===== config.mk =====
export PLATFORM = sky130hd
export DESIGN_NAME = moravec_corner_collector
export DESIGN_NICKNAME = d
export VERILOG_FILES = /design/src/rtl/moravec_corner_collector.sv
export SDC_FILE = /design/constraint.sdc
export NUM_CORES = 1
export LEC_CHECK = 0
export CORE_UTILIZATION = 47
export CTS_BUF_LIST = sky130_fd_sc_hd__clkbuf_2 sky130_fd_sc_hd__clkbuf_4 sky130_fd_sc_hd__clkbuf_8
export DETAILED_ROUTE_END_ITERATION = 16
export GPL_ROUTABILITY_DRIVEN = 0
export HOLD_SLACK_MARGIN = 0.03
export PLACE_DENSITY = 0.73
export SLEW_MARGIN = 20
export SYNTH_ARGS = -nofsm -noshare
export SYNTH_HDL_FRONTEND = slang
export SYNTH_SLANG_ARGS = --single-unit

===== constraint.sdc =====
create_clock -name clk -period 7 [get_ports clk]
set_input_delay 0.7 -clock clk [delete_from_list [all_inputs] [get_ports clk]]
set_output_delay 0.7 -clock clk [all_outputs]
set_load 0.02 [all_outputs]

===== src/rtl/moravec_corner_collector.sv =====
// Thresholds the raster-order Moravec response stream, converts accepted pixels to (x,y) and
// buffers them in a FWFT FIFO. Define MORAVEC_BORDER_SKIP_EN to exclude the one-pixel image border.
module moravec_corner_collector #(
    parameter int N         = 8,
    parameter int respWidth = 16,
    parameter int DEPTH     = 16
) (
    input  logic                        clk,
    input  logic                        rst,
    input  logic [respWidth-1:0]        threshold,
    input  logic                        resp_valid,
    input  logic [respWidth-1:0]        resp_value,
    input  logic                        resp_last,
    output logic                        out_valid,
    input  logic                        out_ready,
    output logic [$clog2(N)-1:0]        out_x,
    output logic [$clog2(N)-1:0]        out_y,
    output logic [respWidth-1:0]        out_score,
    output logic [$clog2(N*N):0]        corner_count,
    output logic                        frame_done,
    output logic                        overflow
);
    localparam int bitSize    = $clog2(N*N);
    localparam int coordWidth = $clog2(N);
    localparam int AW         = $clog2(DEPTH);
    localparam int PIX        = N*N;

    typedef struct packed {
        logic [coordWidth-1:0] x;
        logic [coordWidth-1:0] y;
        logic [respWidth-1:0]  score;
    } entry_t;

    typedef enum logic [1:0] {IDLE, COLLECT, DRAIN} state_t;

    state_t                state, state_nxt;
    logic [bitSize-1:0]    idx;
    logic [coordWidth-1:0] cur_x, cur_y;
    logic                  border, in_frame, frame_end, last_pix, cand, push, pop, full;
    entry_t                mem [DEPTH];
    entry_t                head;
    logic [AW-1:0]         wr_ptr, rd_ptr;
    logic [AW:0]           count;

    assign cur_x    = coordWidth'(int'(idx) % N);
    assign cur_y    = coordWidth'(int'(idx) / N);
    assign last_pix = (idx == bitSize'(PIX-1));

`ifdef MORAVEC_BORDER_SKIP_EN
    // The 3x3 window is incomplete on the outermost ring, so those responses are meaningless.
    assign border = (cur_x == '0) || (cur_x == coordWidth'(N-1)) ||
                    (cur_y == '0) || (cur_y == coordWidth'(N-1));
`else
    assign border = 1'b0;
`endif

    assign in_frame  = resp_valid && (state != DRAIN);
    assign frame_end = in_frame && (resp_last || last_pix);
    assign cand      = in_frame && (resp_value > threshold) && !border;
    assign full      = (count == (AW+1)'(DEPTH));
    assign pop       = out_valid && out_ready;
    // A full FIFO still accepts when the head leaves on the same edge.
    assign push      = cand && (!full || pop);

    always_ff @(posedge clk or posedge rst) begin
        if (rst) state <= IDLE;
        else     state <= state_nxt;
    end

    always_comb begin
        state_nxt  = state;
        frame_done = 1'b0;
        case (state)
            IDLE:    if (resp_valid) state_nxt = frame_end ? DRAIN : COLLECT;
            COLLECT: if (frame_end) state_nxt = DRAIN;
            DRAIN: begin
                if (count == '0) begin
                    frame_done = 1'b1;
                    state_nxt  = IDLE;
                end
            end
            default: state_nxt = IDLE;
        endcase
    end

    always_ff @(posedge clk or posedge rst) begin
        if (rst) begin
            idx          <= '0;
            corner_count <= '0;
            overflow     <= 1'b0;
        end else begin
            if (in_frame) idx <= frame_end ? '0 : idx + 1'b1;
            if (state == IDLE && resp_valid)
                corner_count <= {{bitSize{1'b0}}, push};
            else if (push && corner_count != (bitSize+1)'(PIX))
                corner_count <= corner_count + 1'b1;
            // Dropped corner, premature resp_last, or a pixel arriving while draining.
            if ((cand && !push) || (frame_end && !last_pix) || (state == DRAIN && resp_valid))
                overflow <= 1'b1;
        end
    end

    always_ff @(posedge clk or posedge rst) begin
        if (rst) begin
            wr_ptr <= '0;
            rd_ptr <= '0;
            count  <= '0;
        end else begin
            if (push) wr_ptr <= wr_ptr + 1'b1;
            if (pop)  rd_ptr <= rd_ptr + 1'b1;
            case ({push, pop})
                2'b10:   count <= count + 1'b1;
                2'b01:   count <= count - 1'b1;
                default: count <= count;
            endcase
        end
    end

    always_ff @(posedge clk) begin
        if (push) mem[wr_ptr] <= '{x: cur_x, y: cur_y, score: resp_value};
    end

    assign head      = mem[rd_ptr];
    assign out_valid = (count != '0);
    assign out_x     = out_valid ? head.x     : '0;
    assign out_y     = out_valid ? head.y     : '0;
    assign out_score = out_valid ? head.score : '0;
endmodule


; ---- Word-level counts from Yosys, hierarchy flattened
; Memory sizes are Yosys's and may differ from the RTL's.
; Index checks and enable logic that the tools add are counted.
[totals]
regBits = 29
ramBits = 352
in_bits = 37
output_inout_bits = 32
mem_count = 1
[op_classes]
addsub = 6
n_lt_le_gt_ge = 1
eq_ne = 11
mux = 16
n_reduce_logical = 23
[memory_table]
columns = name, words, width, rd, rd_ports_with_merged_regs, write_ports, line
row1 = mem, 16, 22, 1, 0, 1, 40  ; entry_t mem [DEPTH];
[ops]
columns = op, count
row1 = $gt A16 B16 Y1, 1
row2 = $mux W16, 1
row3 = $mux W7, 2
row4 = $logic_and A1 B1 Y1, 10
row5 = $pmux W5 S2, 1
row6 = $add A4 B1 Y4 const B, 2
row7 = $mux W2, 4
row8 = $ne A2 B2 Y1 const B, 4
row9 = $add A7 B1 Y7 const B, 1
row10 = $ne A7 B7 Y1 const B, 1
row11 = $add A6 B1 Y6 const B, 1
row12 = $eq A6 B6 Y1 const B, 1
row13 = $mux W3, 2
row14 = $mux W6, 1
row15 = $pmux W2 S3, 1
row16 = $add A5 B1 Y5 const B, 1
row17 = $eq A5 B5 Y1 const B, 1
row18 = $logic_not A5 Y1, 1
row19 = $reduce_bool A5 Y1, 1
row20 = $sub A5 B1 Y5 const B, 1
row21 = $eq A2 B1 Y1 const B, 2
row22 = $eq A2 B2 Y1 const B, 2
row23 = $logic_or A1 B1 Y1, 4
row24 = $mux W1, 4
row25 = 4 further kinds, 7

; ---- Depth between registers and ports, before layout
; Gate-level depths: netlist of the first run.
[logic_depth]
word_depth = 8
ltp_mapped = 13

; ---- Least setup slack after synthesis of the first run
; No wires, ideal clock.
[synth_timing]
path_type = input -> register
start = input threshold[11]
end = memory mem[7][0] (netlist name) (enable)
t_arrival_ns = 4.396
t_required_ns = 6.535
path_slack_ns = 2.139
stages = 10
cell_sequence = inv_1 > ha_1 > nand4_1 > or2_1 > nor2_2 > a2111o_1 > nand3_2 > buf_6 > buf_4 > nor4b_1
[synth_via]
elab_chain_cells = 5
[synth_rtl]
columns = element, line
row1 = from (decl), 10  ; input logic [respWidth-1:0] threshold,
row2 = $gt A16 B16 Y1, 59  ; assign cand = in_frame && (resp_value > threshold) && !border;
row3 = $logic_and A1 B1 Y1, 59
row4 = $logic_and A1 B1 Y1, 63  ; assign push = cand && (!full || pop);
row5 = $mux W1, 120  ; if (push) mem[wr_ptr] <= '{x: cur_x, y: cur_y, score: resp_value};
row6 = $mux W1 (not written as such), 120
row7 = to (decl), 40
; Every way passes these cells.

; ---- Final worst setup path of the first run
[layout_timing]
start = input resp_value[15]
end = memory mem[9][3] (netlist name) (enable)
[layout_via]
elab_chain_cells = 5
[layout_rtl]
columns = element, line
row1 = from (decl), 12  ; input logic [respWidth-1:0] resp_value,
row2 = $gt A16 B16 Y1, 59
row3 = $logic_and A1 B1 Y1, 59
row4 = $logic_and A1 B1 Y1, 63
row5 = $mux W1, 120
row6 = $mux W1 (not written as such), 120
; Every way passes these cells.

==> results of run 1 <==
-- power by group --
| part | internal [mW] | total (mW) | switching (mW) | leakage [nW] |
|---|---|---|---|---|
| logic | 1.12 | 2.00 | 0.877 | 1.85 |
| registers | 2.65 | 2.96 | 0.315 | 3.50 |
| clock network | 0.881 | 1.72 | 0.834 | 0.585 |
-- metal layers --
metal | part of all wire [%] | vias to the layer above | GRT usage, %
met2 | 49 | 279 | 31.9
li1 | - | 3393 | -
met1 | 43 | 4080 | 27.9
met5 | 0 | - | 0
met3 | 6.2 | 48 | 3.63
met4 | 1.9 | 0 | 5.90
-- cell type report --
class	count	area, sq um
Fill cell	2462	14500
Sequential cell	381	11300
Multi-Input combinational cell	324	4080
Clock buffer	77	941
Timing Repair Buffer	92	873
Tap cell	442	553
Clock inverter	31	153
Inverter	25	93.8
-- state kept, by name, summed over array words and instances (netlist names) --
name,flops
wr_ptr,4
overflow,1
count,5
corner_count,7
mem,352
idx,6
state,2
rd_ptr,4
-- kinds of logic after synthesis --
kind of cell	share of synthesized area [%]
adders and majority gates	2.30
and+or+nand+nor	4.42
AOI/OAI and AO/OA	2.24
DFF	72.6
muxes	16.3
buffers and inverters	1.73
xor gates and xnor gates	0.498
-- critical path: stages --
cell,delay (ps)
clkdlybuf4s50_1,730
ha_1,480
nand4_1,170
or2_1,290
nor2_2,160
a2111o_1,280
nand3_2,560
nor3b_1,580
and2_1,610
buf_4,370
-- worst paths after layout --
kind                                                to  slack (ps)  cells past startpoint
setup / recovery                   mem[9][3]$_DFFE_PP_        2350                     10
hold / removal             corner_count[1]$_DFFE_PP0P_         480                      3
setup reg to reg                   mem[9][3]$_DFFE_PP_        3450                      7
hold reg to reg                   state[0]$_DFFE_PP0P_         480                      1
max in group asynchronous        rd_ptr[0]$_DFFE_PP0P_        6200                      3
min in group clk                  state[0]$_DFFE_PP0P_         480                      1
-- per-stage QoR --
stage                     std cells  utilization (%)  hold WS, ps
after floorplan                 763                -          439
after global placement         1264             52.0          451
after detailed placement       1264             52.0          470
after CTS                      1372             55.3          464
after global routing           1372             55.3          500
final                          1372             55.3          477
-- layout by cell type, fill, tap and decap left out, drive strengths merged, types with 5 or more instances in the layout --
master,n
dfrtp,29
nand2,23
and2,27
nand3,13
or3,7
o21ai,14
nor2,16
clkinv,28
buf,24
a21oi,18
clkbuf,77
a21o,7
inv,27
mux4,110
xnor2,5
clkdlybuf4s50,68
edfxtp,352
ha,27
==> results.md, run 1 <==
- Outcome: complete, no violations
- Clock skew: 25.7 ps
- Gr usage total: roughly a fifth
- DP HPWL: ~19 mm
- CP Data Arrival Time: about 4900 ps
- Share of the synthesized area in the top cell type: about two thirds
- Die span in y: approximately 180 um
- Critical path class: primary input to register
- Vias in the first global route: a little over 8000
- Via count: 7800
- Worst setup EP type: register
- Largest net degree at the start of global routing: 53
- Clock sink count: around 380
- Die footprint: 0.0339 sq mm
- Leakage power: 5.93 nW
- Number of diodes: 0
- Yosys warnings: 0
- Total power: 6.68 mW
- Actual slew at the worst max-slew pin: between 1000 and 1500 ps
- Maximum vdd drop: around 0.19 mV
- Share of layout cells above drive strength 1: 26.7%
- Initial Utilization: a little under half
- Commonest register cell after synthesis: edfxtp_1
- Max cap viols: 0
- Slew Limit Fails: 0
- Max Freq: 0.215 GHz
- Crit path time final: 4650 ps
- Mapped Area: approximately 0.016 sq mm
- Req. time, crit path: 7290 ps
- Antenna Nets Post-Route: 0
- Num rows: 66
- Worst Setup SP: resp_value[15]
- Area Growth Syn to Fin: 15.6%
- Most numerous cell in the Yosys netlist: edfxtp_1
- Relative slew slack: 33.0%
- I/O Buffers: 68
- Worst-path maximum fanout: 29
- Root Buffer Master: clkbuf_8
- Final setup viols: 0
- 1st-iter DRT viols: 561
- # DRC: 0
- CTS H-tree depth: 2
- Die Width: 184 um
- Synth unique cells: 56
- Wirelength per Cell: 23.4 um
- Global-route wire length before repair: between 40 and 50 mm
- Clock Latency Late Sink: 610 ps
- Power density over cell area: 371 mW/mm^2
- Initial antenna violation count: 0
- List of most frequent post-synthesis cells: 352 x edfxtp_1, 110 x mux4_2, 29 x dfrtp_1
- Cells after synthesis: 763
- Fin nets: between 900 and 1000
- Finished Cell Area: between 0.015 and 0.02 sq mm
- Post-synth ARST share: 7.61%
- Setup TNS: 0 ps
- Cts hold-fix bufs: 0
- RSZ-0062 raised after global routing: no
- Final wirelength: 32.1 mm
- Total gr overflow: 0
- Avg Cell Area, Syn: 20.4 sq um
- Post-synth top area cell: edfxtp_1
- Worst hold-check path type: primary input to asynchronous set/reset pin
- Syn Nets: between 800 and 900
- Post-synth EDFFs: 352
- Post-CTS sizing: 0
- Setup WS post-layout: 2350 ps
- Area post-placement: roughly 0.017 sq mm
- Setup crit start kind: primary input
- FF-to-FF Start: state[0]$_DFFE_PP0P_
- I/O pin cnt: 69
- Clock Pin Slew Worst Setup and Hold Paths: 60 ps
- Vias per inst: 5.69
- Final hold vios: 0
- TritonCTS buffer count: 57
- Synth area leaders: edfxtp_1 68%, mux4_2 16%, dfrtp_1 4.7%
- Final period util: 66.4%
- Setup WS pre-CTS: roughly 1800 ps
- Core Box Area: 0.0325 sq mm
- Pre-antenna DRT Iters: 4
- CTS tree: done
- Postcts setup bufs: 0
- Sequential area share after synthesis: 72.6%
- Seq cells post-synth: 381
- Clk buf depth: 3
(Power assumes the default switching activity.)
==> inputs of run 2 (changes only) <==
- clock period: 7 -> 4.7 ns (I/O delays scaled with it)
==> results.md, run 2 (same netlist as run 1, synthesis figures left out) <==
- Max Freq: 0.244 GHz
- Worst-path maximum fanout: 24 (-17%)
- Outcome: complete, no violations
- WHS: 219 ps (-257 ps)
- Relative slew slack: 41.6% (+8.6 points)
- RSZ-0062 raised after global routing: no
- Final wirelength: 33.8 mm (+5.2%)
- Clock sink count: 381 (unchanged)
- Initial antenna violation count: 0 (unchanged)
- Vias in the first global route: 8287 (+3.1%)
- # DRC: 0 (unchanged)
- Initial Utilization: 47.9% (unchanged)
- Commonest non-fill, non-tap cell in the layout: edfxtp_1
- Final period util: between 80% and 90%
- Final setup viols: 0 (unchanged)
- Fin nets: 972 (+2.7%)
- Gr usage total: 21.0% (+1.2 points)
- Most frequent cells in the layout: 352 x edfxtp_1, 110 x mux4_2, 68 x clkdlybuf4s50_1
- Total gr overflow: 0 (unchanged)
- Finished Cell Area: 0.0183 sq mm (+1.9%)
- Setup WS post-layout: 599 ps (-1760 ps)
- Worst Setup SP: rd_ptr[0]$_DFFE_PP0P_
- TritonCTS buffer count: 60 (+5.3%)
- Global-route wire length before repair: 51.4 mm (+4.7%)
- CTS tree: done
- FF-to-FF Start: count[1]$_DFFE_PP0P_
- I/O pin cnt: 69 (unchanged)
- Num rows: 66 (unchanged)
- Largest Register: mem
- Area Growth Syn to Fin: 17.8%
- Post-CTS sizing: 0 (unchanged)
- Placed Cells: 1287 (+1.8%)
- Setup crit start kind: register
- Actual slew at the worst max-slew pin: 876 ps (-128 ps)
- Max cap viols: 0 (unchanged)
- Die footprint: 0.0339 sq mm (unchanged)
- Setup TNS: 0 ps (unchanged)
- CTS H-tree depth: 2 (unchanged)
- Clock Pin Slew Worst Setup and Hold Paths: 60 ps (about the same)
- Final hold vios: 0 (unchanged)
- Cts hold-fix bufs: 0 (unchanged)
- Worst setup EP type: output port
- Antenna Nets Post-Route: 0 (unchanged)
- Die span in y: 184 um (unchanged)
- Root Buffer Master: clkbuf_8
- Fin util: 56.4% (+1.1 points)
- Crit path time final: 4100 ps
- Req. time, crit path: 4230 ps (-3060 ps)
- Layout Cells excl Fill: 1396 (+1.7%)
- Leakage power: 6.12 nW (+3.1%)
- Number of diodes: 0 (unchanged)
- Setup WS pre-CTS: 608 ps (-1150 ps)
- Total power: 10.3 mW (+54%)
- Maximum vdd drop: 0.343 mV (+80%)
- Reg2reg setup slack: 1460 ps (-1990 ps)
- Top Registers: mem (352), corner_count (7), idx (6)
- Worst hold-check path type: primary input to asynchronous set/reset pin
- Number of flip-flops in the largest register: 352 (unchanged)
- Share of layout cells above drive strength 1: 29.0% (+2.4 points)
- Clock Latency Late Sink: 620 ps (about the same)
- Vias per inst: 5.64 (-0.72%)
- R2R depth: 11 (+4)
- CP Data Arrival Time: 3630 ps (-1300 ps)
- DP HPWL: 20.2 mm (+4.2%)
- Critical path class: register to output port
- Pre-antenna DRT Iters: 5 (+1)
- Slew Limit Fails: 0 (unchanged)
- Area post-placement: 0.0171 sq mm (+1.1%)
- Power density over cell area: 562 mW/mm^2 (+52%)
- Reg2reg end: count[4]$_DFFE_PP0P_
- I/O Buffers: 68 (unchanged)
- Core Box Area: 0.0325 sq mm (unchanged)
- Clk buf depth: 3 (unchanged)
- Wirelength per Cell: 24.2 um (+3.4%)
- Largest net degree at the start of global routing: 44 (-17%)
- Clock skew: 25.7 ps (-0.00150 ps)
- Postcts setup bufs: 0 (unchanged)
- Die Width: 184 um (unchanged)
- Via count: 7879 (+1.0%)
- 1st-iter DRT viols: 735 (+31%)
## run 2: changes by cell type in the layout (fill, tap and decap cells not counted), sizes merged
cell / previous run / this run
bufinv: 0 / 5
inv: 27 / 26
buf: 24 / 47
clkinvlp: 1 / 3
clkinv: 28 / 23
## run 2: worst max-delay path by stage
stage	to	slack, ps	cells after the start
6_report	out_score[6]	600	5
3_3_place_gp	count[4]$_DFFE_PP0P_	740	13
3_5_place_dp	count[4]$_DFFE_PP0P_	610	13
2_1_floorplan	mem[7][0]$_DFFE_PP_	70	10
4_1_cts	out_score[6]	500	5
5_1_grt	out_score[10]	410	5
## run 2: cell type report
type	instances	area, sq um
tap	442	553
clock inverter	32	298
clock buffer	77	953
multi-input combinational	324	4080
inverter	25	93.8
fill	2465	14200
sequential	381	11300
timing repair buffer	115	1060
## run 2: report_power, final
part	switching, mW	internal (mW)
logic	1.31	1.70
registers	0.471	3.95
clock network	1.28	1.61
## run 2: routing by layer
layer | vias to the layer above | routed length, um | track usage, %
li1 | 3440 | - | -
met1 | 4098 | 13900 | 29.0
met2 | 281 | 16900 | 34.4
met3 | 60 | 2240 | 3.76
met4 | 0 | 698 | 6.17
met5 | - | 0 | 0
## run 2: worst max-delay path, cell delays in order (launching register included)
cell and delay (ps):
dfrtp_4 740, buf_4 480, mux4_2 570, mux4_2 490, and2_1 180, clkdlybuf4s50_1 530
==> inputs of run 3 (changes only) <==
- SKIP_CTS_REPAIR_TIMING: unset -> 1
==> results of run 3 <==
The final DEF is identical to that of run 2; final timing and power are the same.
